--- src/rtl/iob_2p_assim_fifo_ctrl_pkg.sv ---
// Shared types and helpers for the
// width-converting FIFO controller.
package iob_2p_assim_fifo_ctrl_pkg;

  typedef enum logic [1:0] {
    LVL_HOLD = 2'b00,
    LVL_POP  = 2'b01,
    LVL_PUSH = 2'b10,
    LVL_BOTH = 2'b11
  } lvl_op_e;

  function automatic int ratio_f(
    input int w,
    input int r
  );
    return w / r;
  endfunction

  function automatic int depth_f(
    input int aw
  );
    return 1 << aw;
  endfunction

  function automatic lvl_op_e lvl_op(
    input logic push,
    input logic pop
  );
    return lvl_op_e'({push, pop});
  endfunction

endpackage

--- src/rtl/iob_fifo_level_cnt.sv ---
// Occupancy counter in narrow words:
// up by RATIO on push, down by 1 on pop.
module iob_fifo_level_cnt
  import iob_2p_assim_fifo_ctrl_pkg::*;
#(
  parameter int R_ADDR_W = 7,
  parameter int RATIO    = 2
) (
  input  logic              clk,
  input  logic              rst,
  input  logic              push_i,
  input  logic              pop_i,
  output logic [R_ADDR_W:0] level_o,
  output logic              empty_o,
  output logic              full_o
);

  localparam int LVL_W = R_ADDR_W + 1;
  localparam int DEPTH = depth_f(R_ADDR_W);

  localparam logic [LVL_W-1:0] INC =
    LVL_W'(RATIO);
  localparam logic [LVL_W-1:0] INC_M1 =
    LVL_W'(RATIO - 1);
  localparam logic [LVL_W-1:0] THR =
    LVL_W'(DEPTH - RATIO);

  logic [LVL_W-1:0] level_q;
  logic [LVL_W-1:0] level_d;

  // next level from the accepted push/pop pair
  always_comb begin
    level_d = level_q;
    case (lvl_op(push_i, pop_i))
      LVL_PUSH: level_d = level_q + INC;
      LVL_POP:  level_d = level_q - 1'b1;
      LVL_BOTH: level_d = level_q + INC_M1;
      default:  level_d = level_q;
    endcase
  end

  // level register
  always_ff @(posedge clk) begin
    if (rst) level_q <= '0;
    else     level_q <= level_d;
  end

  assign level_o = level_q;
  assign empty_o = (level_q == '0);
  assign full_o  = (level_q > THR);

endmodule

--- src/rtl/iob_2p_assim_fifo_ctrl.sv ---
// Wide-write / narrow-read FIFO controller
// driving an external two-port RAM.
module iob_2p_assim_fifo_ctrl
  import iob_2p_assim_fifo_ctrl_pkg::*;
#(
  parameter int W_DATA_W = 16,
  parameter int R_DATA_W = 8,
  parameter int W_ADDR_W = 6,
  parameter int R_ADDR_W = 7
) (
  input  logic                clk,
  input  logic                rst,
  input  logic                w_req,
  input  logic [W_DATA_W-1:0] w_data,
  output logic                full,
  input  logic                r_req,
  output logic [R_DATA_W-1:0] r_data,
  output logic                r_valid,
  output logic                empty,
  output logic [R_ADDR_W:0]   level,
  output logic                err_ovf,
  output logic                err_udf,
  output logic                mem_w_en,
  output logic [W_ADDR_W-1:0] mem_w_addr,
  output logic [W_DATA_W-1:0] mem_w_data,
  output logic                mem_r_en,
  output logic [R_ADDR_W-1:0] mem_r_addr,
  input  logic [R_DATA_W-1:0] mem_r_data
);

  localparam int RATIO =
    ratio_f(W_DATA_W, R_DATA_W);

  logic [W_ADDR_W-1:0] wptr_q, wptr_d;
  logic [R_ADDR_W-1:0] rptr_q, rptr_d;
  logic                r_valid_q;
  logic                ovf_q, ovf_d;
  logic                udf_q, udf_d;
  logic                push_ok;
  logic                pop_ok;

  // flags come from the level register, so
  // a same-cycle push never unblocks a pop
  assign push_ok = w_req & ~full & ~rst;
  assign pop_ok  = r_req & ~empty & ~rst;

  iob_fifo_level_cnt #(
    .R_ADDR_W (R_ADDR_W),
    .RATIO    (RATIO)
  ) u_lvl (
    .clk     (clk),
    .rst     (rst),
    .push_i  (push_ok),
    .pop_i   (pop_ok),
    .level_o (level),
    .empty_o (empty),
    .full_o  (full)
  );

  // pointer advance and sticky error capture
  always_comb begin
    wptr_d = wptr_q;
    rptr_d = rptr_q;
    ovf_d  = ovf_q | (w_req & full);
    udf_d  = udf_q | (r_req & empty);
    if (push_ok) wptr_d = wptr_q + 1'b1;
    if (pop_ok)  rptr_d = rptr_q + 1'b1;
  end

  // state registers
  always_ff @(posedge clk) begin
    if (rst) begin
      wptr_q    <= '0;
      rptr_q    <= '0;
      r_valid_q <= 1'b0;
      ovf_q     <= 1'b0;
      udf_q     <= 1'b0;
    end else begin
      wptr_q    <= wptr_d;
      rptr_q    <= rptr_d;
      r_valid_q <= pop_ok;
      ovf_q     <= ovf_d;
      udf_q     <= udf_d;
    end
  end

  assign mem_w_en   = push_ok;
  assign mem_w_addr = wptr_q;
  assign mem_w_data = w_data;
  assign mem_r_en   = pop_ok;
  assign mem_r_addr = rptr_q;

  assign r_data  = mem_r_data;
  assign r_valid = r_valid_q;
  assign err_ovf = ovf_q;
  assign err_udf = udf_q;

endmodule

--- config.mk ---
export PLATFORM = sky130hd
export DESIGN_NAME = iob_2p_assim_fifo_ctrl
export DESIGN_NICKNAME = d
export VERILOG_FILES = /design/src/rtl/iob_2p_assim_fifo_ctrl_pkg.sv /design/src/rtl/iob_fifo_level_cnt.sv /design/src/rtl/iob_2p_assim_fifo_ctrl.sv
export SDC_FILE = /design/constraint.sdc
export NUM_CORES = 1
export LEC_CHECK = 0
export ABC_CLOCK_PERIOD_IN_PS = 8000
export CORE_AREA = 2 2 64 66
export DETAILED_ROUTE_END_ITERATION = 8
export DIE_AREA = 0 0 66 68
export HOLD_SLACK_MARGIN = 0.08
export PLACE_DENSITY = 0.89
export SKIP_LAST_GASP = 1
export SLEW_MARGIN = 20
export SYNTH_ARGS = -nofsm -noshare
export SYNTH_HDL_FRONTEND = slang
export SYNTH_SLANG_ARGS = --single-unit
--- constraint.sdc ---
create_clock -name clk -period 8 [get_ports clk]
set_input_delay 1.2 -clock clk [delete_from_list [all_inputs] [get_ports clk]]
set_output_delay 1.2 -clock clk [all_outputs]
set_load 0.02 [all_outputs]
==> results.md, run 1 <==
* Status: complete, no violations
* Synth Net Count at 218
* Setup tns final at 0 ns
* Placed cells at 231
* Final WS setup at 3.806 ns
* HPWL Detailed at 2293 µm
* FFs w/ async S/R, synth at 0%
* Core Footprint at 3856 µm²
* Mean Syn Cell Area at 8.772 µm²
* Synth Register Bits at 24
* CTS max path bufs at 2
* Initial antenna violation count at 0
* Met3 GRT Util at 4.276%
* Final Skew at 0.001829 ns
* Share of cells above drive strength 1 at 6.486%
* GRT Util Overall at 13.39%
* Slew @ Worst Pin at 0.6114 ns
* Hold Path Class: reg -> reg
* Vias at 1236
* Yosys cell types at 39
* Slew headroom at 59.23%
* Worst-path clk slew at 0.08 ns
* Routed Antenna Nets at 0
* Met1 Use GR at 15.58%
* LEAKAGE at 0.0007012 µW
* Area share of the largest cell type after synthesis at 30.60%
* Max-cap violations at 0
* Synth top area cells: dfxtp_1, buf_4, ha_1, xor2_1, nor2_1
* Sequential Area at 480.5 µm²
* Multi-input logic area at 863.3 µm²
* Diodes inserted at 0
* Met2 usage at 24.12%
* Max Clock Freq at 0.2384 GHz
* Syn Std Cell Area at 1570 µm²
* First-pass GRT wire length at 4774 µm
* CTS Buf Count at 3
* Setup bufs post-CTS at 0
* Hold Slack at 0.4780 ns
* Io pins at 80
* Clk sinks at 24
* CP startpoint kind: input pin
* Most common flop cell mapped by yosys: dfxtp_1
* Worst setup EP type: output pin
* Peak VDD IR at 0.1888 mV
* Dpl ws at 3.830 ns
* Final period util at 52.42%
* Most instantiated cells after synthesis: buf_4, dfxtp_1, nor2_1
* Wirelength per Cell at 12.75 µm
* Fill cells at 392
* Skew-Pair Late Insertion Delay at 0.26 ns
* CTS Hold Buffers Added at 0
* GR peak layer: met2
* Vias per inst at 5.260
* Reg-to-reg slack, setup at 4.70 ns
* CTS tree: yes
* Sequential area share after synthesis at 30.60%
* Post-synth EDFFs at 0
* Critical path class: in -> out
* PD cells at 365.9 nW/µm²
* Non-Filler Instances at 235
* Post_cts resized at 0
* Die W at 66 µm
* Root buffer cell: clkbuf_8
* Total Wirelength at 2996 µm
* Final Slew Violations at 0
* Num rows at 23
* Die Y at 68 µm
* Crit path DAT at 2.99 ns
* Hold Vio Cnt, Final at 0
* Initial core utilization at 40.72%
* Port bufs at 31
* CTS H-tree depth at 1
* CP max FO at 14
* NumNets Final at 225
* Synth area leader: dfxtp_1
* RSZ-0062 raised after global routing: false
* Drt pass-1 iters at 4
* RePlAce Congestion at 0.8312
* Area Overhead vs Synth at 13.78%
* Syn. warnings at 0
* # setup viols final at 0
* Final Critical Period at 4.194 ns
* Required time worst endpoint at 6.80 ns
* Total gr overflow at 0
* Post-route DRC at 0
* Vias in the first global route at 1118
* Largest net degree at the start of global routing at 29
* Drt initial violations at 55
* Die area at 4488 µm²
* Post-Synthesis Cells at 179
==> logic make-up (layout without fill, tap and decap cells) <==
| logic type | Yosys count | after routing | synth area share [%] |
|---|---|---|---|
| muxes | 3 | 3 | 1.912 |
| DFF | 24 | 24 | 30.60 |
| buffers and inverters | 32 | 38 | 14.42 |
| and+or+nand+nor | 59 | 59 | 18.97 |
| AOI/OAI and AO/OA | 31 | 31 | 14.26 |
| adders and majority gates | 11 | 11 | 9.243 |
| xor gates and xnor gates | 19 | 19 | 10.60 |
==> sequential cells by signal (all words and copies together), names as in the netlist <==
signal / cells
u_lvl.level_o: 8
mem_r_addr: 7
mem_w_addr: 6
err_ovf: 1
err_udf: 1
r_valid: 1
==> layout by cell type (no fill, tap or decap), drive strengths merged, types with 2 or more instances in the layout <==
cell type,n
xnor2,7
o21bai,3
clkbuf,4
xor2,12
dfxtp,24
ha,10
nor2,22
nand2,13
inv,2
nand4,6
a21o,3
and3,3
nand3,5
o21ai,4
mux2i,3
or4,3
clkdlybuf4s50,31
a21oi,9
a211oi,7
==> cell type report <==
type	count	share of cell area [%]
clock buffer	4	3.081
sequential	24	26.89
multi-input combinational	123	48.32
inverter	2	0.4202
tap	50	3.501
timing repair buffer	32	17.79
==> routing by layer <==
metal | up-vias | share of wire (%) | wire (µm)
met5 | - | 0 | 0
met3 | 4 | 6.4 | 191
li1 | 613 | - | -
met2 | 30 | 49 | 1469
met4 | 0 | 0.67 | 20
met1 | 589 | 44 | 1314
==> metrics by stage <==
step	power [µW]	cell area, µm²	utilization [%]
2_1_floorplan	480.6	1570	-
6_report	653.7	1787	46.33
3_5_place_dp	579.1	1732	44.91
3_3_place_gp	570.1	1732	44.91
4_1_cts	661.6	1787	46.33
5_1_grt	702.4	1787	46.33
==> worst max-delay path, cell delays in order <==
cell and delay, ns:
clkdlybuf4s50_1 0.53, o211a_1 0.46, nor2b_1 0.19, clkdlybuf4s50_1 0.61
==> worst paths after layout <==
check / end / from / depth (start not counted)
worst max-delay path: mem_w_en / w_req / 4
worst min-delay path: err_udf$_SDFF_PP0_ / err_udf$_SDFF_PP0_ / 2
worst max register to register: u_lvl.level_o[7]$_SDFFE_PP0P_ / u_lvl.level_o[2]$_SDFFE_PP0P_ / 10
worst min register to register: err_udf$_SDFF_PP0_ / err_udf$_SDFF_PP0_ / 2
==> report_power, final <==
part | leakage, µW | total (µW) | switching, µW | internal (µW)
registers | 0.000197 | 196 | 48.0 | 148
logic | 0.000476 | 377 | 195 | 182
clock network | 0.0000288 | 80.1 | 36.2 | 43.9
Note: power is estimated with default switching activity, not from simulation.
==> inputs of run 2 (changes only) <==
ABC_CLOCK_PERIOD_IN_PS = 4300   (was 8000)
CORE_AREA = 2 2 66 68   (was 2 2 64 66)
DIE_AREA = 0 0 68 70   (was 0 0 66 68)
PLACE_DENSITY = 0.85   (was 0.89)
clock period = 4.3 ns   (was 8 ns; I/O delays follow)
==> results.md, run 2 (synthesized netlist as in run 1, its figures left out) <==
* Status: complete, no violations
* Vias at 1242
* Total gr overflow at 0
* CTS Buf Count at 3
* Hold Path Class: reg -> reg
* Skew-Pair Late Insertion Delay at 0.26 ns
* Final Slew Violations at 0
* GRT Util Overall at 13.99%
* Share of cells above drive strength 1 at 6.989%
* CP max FO at 14
* Total Wirelength at 3185 µm
* Vias in the first global route at 1197
* RSZ-0062 raised after global routing: false
* Worst setup EP type: flop
* Max Clock Freq at 0.2976 GHz
* Slew headroom at 59.27%
* Drt initial violations at 109
* NumNets Final at 226
* CTS tree: yes
* Wirelength per Cell at 13.38 µm
* Fin area at 1813 µm²
* Num rows at 24
* Sequential Area at 480.5 µm²
* Worst-path clk slew at 0.08 ns
* Most common cell after layout, fill and taps aside: clkdlybuf4s50_1
* Final period util at 78.14%
* Max-cap violations at 0
* Largest net degree at the start of global routing at 28
* HPWL Detailed at 2401 µm
* Hold Vio Cnt, Final at 0
* Most frequent cells in the layout: clkdlybuf4s50_1, dfxtp_1, nor2_1
* Fill cells at 402
* LEAKAGE at 0.0007131 µW
* Die W at 68 µm
* Port bufs at 31
* CTS H-tree depth at 1
* Post-route DRC at 0
* Area Overhead vs Synth at 15.46%
* Total Power at 1273 µW
* PD cells at 702.3 nW/µm²
* CP max stage cell: or4_4
* CP startpoint kind: flop
* First-pass GRT wire length at 5237 µm
* Dpl cell area at 1742 µm²
* Multi-input logic area at 863.3 µm²
* Die Y at 70 µm
* CTS max path bufs at 2
* Slew @ Worst Pin at 0.6109 ns
* Peak VDD IR at 0.2245 mV
* Root buffer cell: clkbuf_8
* Setup tns final at 0 ns
* Crit path DAT at 3.50 ns
* Required time worst endpoint at 4.44 ns
* Max FFs per register at 8
* RePlAce Congestion at 0.8932
* Routed Antenna Nets at 0
* Initial core utilization at 37.89%
* Io pins at 80
* Clk sinks at 24
* Most frequent CP cell: a21oi_1
* Hold Slack at 0.4688 ns
* Final Critical Period at 3.360 ns
* Die area at 4760 µm²
* # setup viols final at 0
* Delay-heaviest family, CP: compound AO/OA/AOI/OAI gates
* WP buf/inv at 0
* Core Footprint at 4144 µm²
* Setup bufs post-CTS at 0
* Cells along the critical path: or4_4, o21ai_2, nor2_1, nand2_1, ha_1, a21o_1, a21oi_1, a21oi_1, a2111oi_0, a211oi_1
* Diodes inserted at 0
* CP max stage delay at 0.56 ns
* Post_cts resized at 0
* Core Util, Final at 43.75%
* Initial antenna violation count at 0
* Final Skew at 0.003578 ns
* CTS Hold Buffers Added at 0
* Drt pass-1 iters at 4
* Vias per inst at 5.218
* Critical path class: reg -> reg
-- run 2: cell count changes in the layout (fill, tap and decap cells not counted), sizes merged --
cell | previous run | this run
bufinv | 0 | 1
buf | 1 | 2
clkbuf | 4 | 3
-- run 2: cell type report --
| type | count | area share, % |
|---|---|---|
| Clock buffer | 3 | 2.277 |
| Clock inverter | 1 | 1.656 |
| Inverter | 2 | 0.4141 |
| Multi-Input combinational cell | 123 | 47.62 |
| Sequential cell | 24 | 26.50 |
| Tap cell | 52 | 3.589 |
| Timing Repair Buffer | 33 | 17.94 |
-- run 2: final timing paths --
kind | startpoint | to | slack, ns | depth (start not counted)
worst min-delay path | err_ovf$_SDFF_PP0_ | err_ovf$_SDFF_PP0_ | 0.47 | 2
worst min register to register | err_ovf$_SDFF_PP0_ | err_ovf$_SDFF_PP0_ | 0.47 | 2
worst max register to register | u_lvl.level_o[3]$_SDFFE_PP0P_ | u_lvl.level_o[7]$_SDFFE_PP0P_ | 0.94 | 10
worst max-delay path | u_lvl.level_o[3]$_SDFFE_PP0P_ | u_lvl.level_o[7]$_SDFFE_PP0P_ | 0.94 | 10
-- run 2: where the power goes --
| group | internal, µW | switching [µW] |
|---|---|---|
| Clock | 124 | 71.1 |
| Sequential | 276 | 88.8 |
| Combinational | 343 | 370 |
-- run 2: metal layers --
layer | vias up | part of all wire [%] | track usage [%]
met3 | 9 | 8.1 | 3.221
li1 | 614 | - | -
met5 | - | 0 | 0
met2 | 41 | 47 | 22.11
met1 | 578 | 42 | 17.77
met4 | 0 | 2.2 | 6.222
-- run 2: metrics by stage --
stage | instances | setup slack [ns]
4_1_cts | 238 | 0.9796
3_5_place_dp | 234 | 0.9907
3_3_place_gp | 234 | 1.125
5_1_grt | 238 | 0.6949
2_1_floorplan | 179 | 1.319
6_report | 238 | 0.9399
-- run 2: tightest hold or removal path: cells and delay by family (launching register included) --
kind	cells	cell delay, ns
AOI/OAI and AO/OA	1	0.04
DFF	1	0.33
and+or+nand+nor	1	0.07
